$ cat src/rtl/sysu_tester_pkg.sv
// rtl/sysu_tester_pkg.sv - shared constants for the triple 3-input gate chip tester
// Contents: OP_* function codes, 2-bit FSM state encoding, last vector index.
package sysu_tester_pkg;

    localparam int OP_NAND = 0;
    localparam int OP_AND  = 1;
    localparam int OP_NOR  = 2;
    localparam int OP_OR   = 3;

    localparam logic [1:0] ST_IDLE   = 2'd0;
    localparam logic [1:0] ST_WAIT   = 2'd1;
    localparam logic [1:0] ST_SAMPLE = 2'd2;
    localparam logic [1:0] ST_DONE   = 2'd3;

    localparam logic [2:0] VEC_LAST = 3'd7;

endpackage

$ cat src/rtl/gate3_ref_model.sv
// rtl/gate3_ref_model.sv - combinational expected output of one 3-input gate
// Ports: a, b, c - gate inputs; y - expected output for function OP.
module gate3_ref_model
    import sysu_tester_pkg::*;
#(
    parameter int OP = OP_NAND
) (
    input  logic a,
    input  logic b,
    input  logic c,
    output logic y
);

    // Reject unsupported functions while elaborating rather than silently
    // producing a tester that checks against the wrong truth table.
    generate
        if (OP < OP_NAND || OP > OP_OR) begin : g_bad_op
            $error("gate3_ref_model: unsupported OP value %0d", OP);
        end
    endgenerate

    always_comb begin
        y = 1'b0;
        case (OP)
            OP_NAND: y = ~(a & b & c);
            OP_AND:  y =   a & b & c;
            OP_NOR:  y = ~(a | b | c);
            OP_OR:   y =   a | b | c;
            default: y = 1'b0;
        endcase
    end

endmodule

$ cat src/rtl/gate3_chip_tester.sv
// rtl/gate3_chip_tester.sv - stimulus/checker for a triple 3-input gate chip
// Ports: clk, rst (sync, active-high), start; y_in {Y3,Y2,Y1} from the chip;
//        drv_a/drv_b/drv_c pin drives; busy, done, pass status;
//        err_gate sticky per-gate flags, err_valid/err_vec first failing vector.
module gate3_chip_tester
    import sysu_tester_pkg::*;
#(
    parameter int SETTLE = 2,
    parameter int OP     = OP_NAND
) (
    input  logic       clk,
    input  logic       rst,
    input  logic       start,
    input  logic [2:0] y_in,
    output logic [2:0] drv_a,
    output logic [2:0] drv_b,
    output logic [2:0] drv_c,
    output logic       busy,
    output logic       done,
    output logic       pass,
    output logic [2:0] err_gate,
    output logic       err_valid,
    output logic [2:0] err_vec
);

    localparam int CW = (SETTLE > 0) ? $clog2(SETTLE + 1) : 1;
    localparam logic [CW-1:0] CNT_LOAD = CW'(SETTLE);

    logic [1:0]    state;
    logic [2:0]    vec;
    logic [2:0]    vec_next;
    logic [CW-1:0] cnt;
    logic          y_exp;
    logic [2:0]    miss;

    // All three gates see the same vector, so one reference serves every Y bit.
    gate3_ref_model #(.OP(OP)) u_ref (
        .a (vec[0]),
        .b (vec[1]),
        .c (vec[2]),
        .y (y_exp)
    );

    assign vec_next = vec + 3'd1;
    assign miss     = y_in ^ {3{y_exp}};

    assign busy = (state == ST_WAIT) || (state == ST_SAMPLE);
    assign done = (state == ST_DONE);
    assign pass = done & ~|err_gate;

    always_ff @(posedge clk) begin
        if (rst) begin
            state     <= ST_IDLE;
            vec       <= 3'd0;
            cnt       <= '0;
            drv_a     <= 3'd0;
            drv_b     <= 3'd0;
            drv_c     <= 3'd0;
            err_gate  <= 3'd0;
            err_valid <= 1'b0;
            err_vec   <= 3'd0;
        end else begin
            case (state)
                ST_IDLE, ST_DONE: begin
                    // Restart from DONE behaves exactly like a fresh start from IDLE.
                    if (start) begin
                        state     <= ST_WAIT;
                        vec       <= 3'd0;
                        cnt       <= CNT_LOAD;
                        drv_a     <= 3'd0;
                        drv_b     <= 3'd0;
                        drv_c     <= 3'd0;
                        err_gate  <= 3'd0;
                        err_valid <= 1'b0;
                        err_vec   <= 3'd0;
                    end
                end
                ST_WAIT: begin
                    if (cnt == '0) begin
                        state <= ST_SAMPLE;
                    end else begin
                        cnt <= cnt - 1'b1;
                    end
                end
                ST_SAMPLE: begin
                    err_gate <= err_gate | miss;
                    // Only the first failing vector is recorded; later ones just accumulate.
                    if (!err_valid && (|miss)) begin
                        err_valid <= 1'b1;
                        err_vec   <= vec;
                    end
                    if (vec == VEC_LAST) begin
                        state <= ST_DONE;
                    end else begin
                        state <= ST_WAIT;
                        vec   <= vec_next;
                        cnt   <= CNT_LOAD;
                        drv_a <= {3{vec_next[0]}};
                        drv_b <= {3{vec_next[1]}};
                        drv_c <= {3{vec_next[2]}};
                    end
                end
                default: state <= ST_IDLE;
            endcase
        end
    end

endmodule
$ cat config.mk
export PLATFORM = sky130hd
export DESIGN_NAME = gate3_chip_tester
export DESIGN_NICKNAME = d
export VERILOG_FILES = /design/src/rtl/sysu_tester_pkg.sv /design/src/rtl/gate3_ref_model.sv /design/src/rtl/gate3_chip_tester.sv
export SDC_FILE = /design/constraint.sdc
export NUM_CORES = 1
export LEC_CHECK = 0
export CAP_MARGIN = 25
export CORE_ASPECT_RATIO = 0.75
export CORE_MARGIN = 3
export CORE_UTILIZATION = 42
export CTS_BUF_LIST = sky130_fd_sc_hd__clkbuf_16
export DETAILED_ROUTE_END_ITERATION = 16
export GPL_ROUTABILITY_DRIVEN = 0
export PLACE_DENSITY = 0.75
export SLEW_MARGIN = 20
export SYNTH_ARGS = -nofsm -noshare
export SYNTH_HDL_FRONTEND = slang
export SYNTH_SLANG_ARGS = --single-unit
$ cat constraint.sdc
create_clock -name clk -period 1.96 [get_ports clk]
set_clock_uncertainty 0.15 [all_clocks]
set_input_delay 0.588 -clock clk [delete_from_list [all_inputs] [get_ports clk]]
set_output_delay 0.588 -clock clk [all_outputs]
set_load 0.005 [all_outputs]
Yosys cells after proc, flatten, opt, wreduce, memory -nomap -nowiden
Index checks and enable logic that the tools add are counted.

Logic and storage cells: 64. Bits of input ports: 6. Output and inout bits: 19. Flip-flop bits (word level): 23.

Reduce and logical (&&, ||, !) cells: 15. Mux-type cells: 23. Add/sub/neg operators: 2. Bitwise gates (word level): 6. Equal/unequal tests: 9.

Operator list (count): 3-bit case mux with 2 select lines (6); 3-bit 2-to-1 mux (6); 2-bit 2-to-1 mux (6); 2-bit case mux with 3 select lines (2); 3-bit AND reduction (3); 2-bit inequality test (second input constant) (3); 3-bit OR reduction (2); 2-bit equality test (second input constant) (2); 2-bit zero test (2); 2-bit by 1-bit inequality test with 1-bit output (second input constant) (2); 2-bit AND reduction (2); 3-bit by 1-bit adder with 3-bit output (second input constant) (1); 1-bit AND (3); 3-bit equality test (second input constant) (1); 3-bit OR (1); 3-bit bitwise XOR (1); 2-bit by 1-bit equality test with 1-bit output (second input constant) (1); 1-bit zero test (2); 1-bit 2-to-1 mux (2); 1-bit case mux with 2 select lines (1); 2-bit nonzero test (1); 2-bit OR reduction (1); 2-bit by 1-bit subtractor with 2-bit output (second input constant) (1); 1-bit logical AND (1); 2 further kinds (2).

Depth between registers and ports, before layout
Gate-level depths: netlist of the first run.

Depth in word-level cells: 8. Depth in mapped cells: 7. Gate-level depth less buffers: 6.

Modules after synthesis
A second synthesis of the first run with hierarchy kept.

Cell total of the unflattened synthesis: 93. Area total of the unflattened synthesis: 823.3 um^2.

Modules (own cells, without submodules): gate3_chip_tester (times used 1, cells an instance 92, area each 818.3 um^2, seq. area each 280.3 um^2); gate3_ref_model (times used 1, cells an instance 1, area each 5.0 um^2, seq. area each 0.0 um^2).

Worst setup path after synthesis of the first run
Ideal clock, no wire load.

Kind: reg-to-reg. From: register drv_b[1] (netlist name). To: register err_vec[0]. Setup time: 0.117 ns. Period minus slack after synthesis: 1.838 ns. Path buffers: 0. Stages on the path, launching flop included: 7. Arrival: 1.570 ns. Data required time: 1.693 ns. Path slack: 0.122 ns. Cell sequence: dfxtp_1 -> ha_1 -> ha_1 -> nand2b_1 -> mux2i_4 -> a31o_2 -> a32o_2.

RTL lines: end signal, assigned (RTL line gate3_chip_tester.sv:90) `err_vec <= vec;`; end, declared (RTL line gate3_chip_tester.sv:23) `output logic [2:0] err_vec`.

==> results.sh, run 1 <==
export IMPL_status="finished clean"
export IMPL_syn_area_um2=877.1
export IMPL_start_util_pct=47.30
export IMPL_firstDrtPassIters=4
export IMPL_holdCritStartpoint="cnt[1]$_SDFFE_PP0P_"
export IMPL_synth_ff_type="dfxtp_1"
export IMPL_period_needed_ns=1.914
export IMPL_num_vias=756
export IMPL_antenna_left=0
export IMPL_ys_warn_count=0
export IMPL_area_growth_pct=45.79
export IMPL_die_area_um2=2678
export IMPL_layout_setup_ws_ns=0.04644
export IMPL_setup_reg_to_reg_worst_slack_ns=0.11
export IMPL_post_dp_hpwl_mm=1.543
export IMPL_antenna_cells=0
export IMPL_numCtsBuffers=3
export IMPL_most_common_layout_cells="17 x clkdlybuf4s50_1, 14 x buf_4, 8 x nand2_1, 8 x nor2_1"
export IMPL_post_route_util_pct=68.96
export IMPL_wl_mm=1.903
export IMPL_pre_cts_ws_ns=-0.1955
export IMPL_portBuffers=24
export IMPL_grt_pass1_vias=732
export IMPL_tightestPinTransition_ns=0.3119
export IMPL_cts_setup_buffers=0
export IMPL_rsz0062_at_grt="true"
export IMPL_num_rows=13
export IMPL_finalMaxSlewViolations=0
export IMPL_synth_seq_area_share_pct=31.95
export IMPL_die_y_um=45.58
export IMPL_power_density_nw_per_um2=780.2
export IMPL_clock_root_buffer="clkbuf_16"
export IMPL_core_area_um2=1854
export IMPL_cap_violations=0
export IMPL_crit_slowest_cell="clkdlybuf4s50_1"
export IMPL_syn_num_nets=107
export IMPL_ios=25
export IMPL_antenna_found_initial=0
export IMPL_wl_per_cell_um=12.86
export IMPL_crit_start="drv_a[1]$_SDFFE_PP0P_"
export IMPL_finalSetupViolCount=0
export IMPL_final_nets=141
export IMPL_final_cells=148
export IMPL_stdcell_area_um2=1279
export IMPL_htree_levels=1
export IMPL_synth_edf_count=0
export IMPL_startpoint_type="flop"
export IMPL_cp_end_kind="primary output"
export IMPL_cts_sinks=14
export IMPL_gr_usage_all_layers_pct=16.58
export IMPL_drc=0
export IMPL_ys_types=31
export IMPL_hold_viol=0
export IMPL_netlist_instances=93
export IMPL_ir_drop_mv=0.6728
export IMPL_hold_end="cnt[1]$_SDFFE_PP0P_"
export IMPL_fp_dieW_um=58.77
export IMPL_fin_hold_ws_ns=0.3371
export IMPL_worstPathRequired_ns=1.22
export IMPL_final_common_cell="clkdlybuf4s50_1"
export IMPL_worstReg2RegStart="state[0]$_SDFFE_PP0P_"
export IMPL_cts_max_path_buffers=2
export IMPL_place_area_um2=1180
export IMPL_period_share_pct=97.63
export IMPL_ys_async_sr_fraction_pct=0
export IMPL_grt_first_pass_wirelength_mm=3.180
export IMPL_relSlewSlack_pct=79.21
export IMPL_syn_avg_cell_area_um2=9.431
export IMPL_ys_ff_latch=14
export IMPL_cts_tree="done"
export IMPL_max_freq_ghz=0.5226
export IMPL_clock_latency_ns=0.25
export IMPL_drive_gt1_share_pct=31.75
export IMPL_arrival_ns=1.18
export IMPL_reg2reg_to="err_vec[1]$_SDFFE_PP0P_"
export IMPL_holdBufCountCts=0
export IMPL_leakage_nw=0.5974
export IMPL_first_iter_violations=7
export IMPL_grt_max_degree=9
export IMPL_grt_ovfl_total=0
export IMPL_crit_type="reg2out"
export IMPL_cpPeakStageDelay_ns=0.49
export IMPL_vias_per_cell=5.108
export IMPL_worstPathCellList="buf_6, clkdlybuf4s50_1"
export IMPL_path_clk_slew_ns=0.04
export IMPL_worstHoldPathCells=2
export IMPL_r2r_cells=7
export IMPL_fill_cells=145
export IMPL_cp_max_fo=5
export IMPL_hold_class="reg2reg"
export IMPL_dp_cells=144
[routing by layer]
| metal | GRT usage [%] | share of wire [%] |
|---|---|---|
| met3 | 7.649 | 8.7 |
| met4 | 10.41 | 3.8 |
| met1 | 18.03 | 43 |
| met5 | 0 | 0 |
| met2 | 26.43 | 45 |
[cell families (layout without fill, tap and decap cells)]
logic type | Yosys count | after routing | synth area share, %
AO/OA/AOI/OAI | 21 | 21 | 20.11
XOR/XNOR | 2 | 2 | 1.998
adder cells (fa/ha/maj) | 8 | 8 | 11.41
buffers and inverters | 18 | 51 | 12.70
flip-flops | 14 | 14 | 31.95
multiplexers | 4 | 4 | 6.561
AND/OR/NAND/NOR | 26 | 26 | 15.26
[how the worst max path moves through the flow]
| stage | end | slack (ns) | cells past startpoint |
|---|---|---|---|
| 6_report | drv_a[0] | 0.05 | 2 |
| 5_1_grt | pass | -0.04 | 3 |
| 4_1_cts | drv_b[0] | 0.002 | 2 |
| 3_5_place_dp | err_vec[2]$_SDFFE_PP0P_ | -0.20 | 5 |
| 3_3_place_gp | err_vec[0]$_SDFFE_PP0P_ | -0.15 | 5 |
| 2_1_floorplan | err_vec[0]$_SDFFE_PP0P_ | 0.12 | 6 |
[sequential cells by signal, indices dropped and copies added (netlist names)]
| signal | flops |
|---|---|
| drv_a | 1 |
| vec | 1 |
| err_valid | 1 |
| err_gate | 3 |
| cnt | 2 |
| drv_b | 1 |
| state | 2 |
| err_vec | 3 |
[Yosys cell counts, types with 2 or more instances]
master,count,share of area (%)
buf_4,9,7.7
a22oi_1,2,1.7
nand2_1,8,3.4
nand2b_1,4,2.9
mux2i_1,2,2.3
o21ba_2,2,2.3
a32o_2,3,3.9
o21ai_0,3,1.7
dfxtp_1,14,32
a21oi_1,4,2.3
nor2_1,8,3.4
inv_1,7,3.0
ha_1,8,11
a31oi_1,2,1.4
[through the flow]
step                      TNS [ns]  total power (W)
final                            0        0.0009977
after CTS                        0         0.001009
after global placement      -1.144        0.0006092
after global routing      -0.03661         0.001062
after floorplan                  0        0.0004846
after detailed placement    -1.694        0.0006175
[final cells by class]
| class | instances | area (µm²) | area share (%) |
|---|---|---|---|
| well taps | 22 | 27.53 | 2.153 |
| clock buffers | 3 | 75.07 | 5.871 |
| flip-flops and latches | 14 | 289.0 | 22.60 |
| repair buffers | 40 | 360.3 | 28.18 |
| clock inverters | 1 | 3.754 | 0.2935 |
| inverters | 7 | 26.28 | 2.055 |
| multi-input cells | 61 | 496.7 | 38.85 |
[report_power, final]
group	switching [W]	leakage (nW)	internal (W)	total, W
Sequential	0.0000169	0.117	0.000312	0.000329
Clock	0.000117	0.0385	0.000270	0.000386
Combinational	0.000128	0.442	0.000154	0.000283
Total	0.000262	0.597	0.000736	0.000998
[worst max-delay path, delay by kind of cell, from the launching register on]
family / cells / cell delay (ns)
DFF: 1 / 0.33
buffers and inverters: 2 / 0.60
[repair_timing]
item                       4_1_cts  5_1_grt
gates resized for setup         11       13
setup endpoints to repair       10       12
gates cloned                     0        0
No activity file was read; power rests on OpenSTA's default activity.
==> run 2: changes to the inputs <==
--- a/config.mk
+++ b/config.mk
@@ -8,11 +8,11 @@
 export CAP_MARGIN = 25
 export CORE_ASPECT_RATIO = 0.75
 export CORE_MARGIN = 3
-export CORE_UTILIZATION = 42
+export CORE_UTILIZATION = 40
 export CTS_BUF_LIST = sky130_fd_sc_hd__clkbuf_16
 export DETAILED_ROUTE_END_ITERATION = 16
 export GPL_ROUTABILITY_DRIVEN = 0
-export PLACE_DENSITY = 0.75
+export PLACE_DENSITY = 0.72
 export SLEW_MARGIN = 20
 export SYNTH_ARGS = -nofsm -noshare
 export SYNTH_HDL_FRONTEND = slang
==> results.sh, run 2 (same netlist as run 1, synthesis figures left out) <==
export IMPL_status="finished clean"
export IMPL_path_clk_slew_ns=0.05
export IMPL_htree_levels=1
export IMPL_power_w=0.001014
export IMPL_arrival_ns=1.19
export IMPL_cts_tree="done"
export IMPL_cp_end_kind="primary output"
export IMPL_drive_gt1_share_pct=33.33
export IMPL_max_freq_ghz=0.5178
export IMPL_antenna_left=0
export IMPL_stdcell_area_um2=1308
export IMPL_antenna_cells=0
export IMPL_start_util_pct=42.80
export IMPL_startpoint_type="flop"
export IMPL_hold_viol=0
export IMPL_area_growth_pct=49.07
export IMPL_grt_pass1_vias=705
export IMPL_period_needed_ns=1.931
export IMPL_cts_sinks=14
export IMPL_antenna_found_initial=0
export IMPL_portBuffers=24
export IMPL_leakage_nw=0.6694
export IMPL_gr_usage_all_layers_pct=14.90
export IMPL_worstReg2RegStart="drv_b[1]$_SDFFE_PP0P_"
export IMPL_first_iter_violations=16
export IMPL_core_area_um2=2049
export IMPL_fin_hold_ws_ns=0.3376
export IMPL_final_nets=141
export IMPL_period_share_pct=98.53
export IMPL_num_rows=14
export IMPL_numCtsBuffers=3
export IMPL_clock_root_buffer="clkbuf_16"
export IMPL_cap_violations=0
export IMPL_grt_first_pass_wirelength_mm=3.015
export IMPL_grt_ovfl_total=0
export IMPL_finalSetupViolCount=0
export IMPL_finalMaxSlewViolations=0
export IMPL_tightestPinTransition_ns=0.3165
export IMPL_wl_per_cell_um=12.85
export IMPL_die_y_um=46.56
export IMPL_relSlewSlack_pct=78.67
export IMPL_reg_top3="err_gate: 3 flops, err_vec: 3 flops"
export IMPL_fill_cells=170
export IMPL_hold_class="reg2reg"
export IMPL_die_area_um2=2797
export IMPL_crit_type="reg2out"
export IMPL_fp_dieW_um=60.07
export IMPL_vias_per_cell=4.920
export IMPL_drc=0
export IMPL_cts_setup_buffers=0
export IMPL_cts_max_path_buffers=2
export IMPL_grt_max_degree=9
export IMPL_place_area_um2=1182
export IMPL_post_route_util_pct=63.80
export IMPL_wl_mm=1.928
export IMPL_crit_start="drv_b[1]$_SDFFE_PP0P_"
export IMPL_pre_cts_ws_ns=-0.1750
export IMPL_cp_max_fo=6
export IMPL_num_vias=738
export IMPL_rsz0062_at_grt="true"
export IMPL_firstDrtPassIters=4
export IMPL_power_density_nw_per_um2=775.6
export IMPL_layout_setup_ws_ns=0.02872
export IMPL_ir_drop_mv=0.6207
export IMPL_most_common_layout_cells="15 x clkdlybuf4s50_1, 15 x buf_4, 8 x nand2_1, 8 x nor2_1, 8 x dfxtp_1"
export IMPL_worstPathRequired_ns=1.22
export IMPL_clock_latency_ns=0.24
export IMPL_post_dp_hpwl_mm=1.540
export IMPL_ios=25
export IMPL_holdCritStartpoint="cnt[1]$_SDFFE_PP0P_"
==> run 2: cell types whose count changed in the layout (fill, tap and decap cells not counted), sizes merged <==
cell	change
clkdlybuf4s50	-2
dlygate4sd2	-3
dlymetal6s2s	+5
==> run 2: path summary, 6_finish.rpt <==
check	to	slack (ns)	cells after the start
worst max-delay path	drv_b[2]	0.03	2
worst min-delay path	cnt[1]$_SDFFE_PP0P_	0.34	2
worst max register to register	err_vec[2]$_SDFFE_PP0P_	0.07	6
worst min register to register	cnt[1]$_SDFFE_PP0P_	0.34	2
==> run 2: through the flow <==
| step | setup TNS, ns | cells |
|---|---|---|
| after floorplan | 0 | 93 |
| after global placement | -1.072 | 146 |
| after detailed placement | -1.377 | 146 |
| final | 0 | 150 |
| after global routing | -0.02896 | 150 |
| after CTS | 0 | 150 |
==> run 2: final cells by class <==
class / count / area (µm²) / share of cell area [%]
multi-input cells: 61 / 511.7 / 39.14
inverters: 7 / 26.28 / 2.010
well taps: 24 / 30.03 / 2.297
flip-flops and latches: 14 / 287.8 / 22.01
repair buffers: 40 / 372.9 / 28.52
clock buffers: 3 / 75.07 / 5.742
clock inverters: 1 / 3.754 / 0.2871
==> run 2: worst max-delay path: stages (launching register included) <==
cell and delay [ns]:
dfxtp_2 0.34, buf_6 0.11, clkdlybuf4s50_1 0.50
==> run 2: per-layer routing <==
layer | track usage (%) | share of wire [%] | vias to the layer above
met5 | 0 | 0 | -
met4 | 2.655 | 0.21 | 0
met3 | 5.602 | 6.0 | 2
met2 | 26.72 | 51 | 17
met1 | 17.11 | 43 | 339
li1 | - | - | 380
==> run 2: repair_timing <==
item,in CTS,in global routing
endpoints found under the setup margin,10,12
cloned,0,0
resized for setup,13,13
pin swaps,0,2
hold buffers,0,0
==> run 2: where the power goes <==
part	internal, W	switching [W]
clock	0.000270	0.000119
combinational	0.000163	0.000130
sequential	0.000312	0.0000199
==> run 3: changes to the inputs <==
--- a/config.mk
+++ b/config.mk
@@ -13,7 +13,6 @@
 export DETAILED_ROUTE_END_ITERATION = 16
 export GPL_ROUTABILITY_DRIVEN = 0
 export PLACE_DENSITY = 0.72
-export SLEW_MARGIN = 20
 export SYNTH_ARGS = -nofsm -noshare
 export SYNTH_HDL_FRONTEND = slang
 export SYNTH_SLANG_ARGS = --single-unit
==> results of run 3 <==
The final DEF is identical to that of run 2; final timing and power are the same.
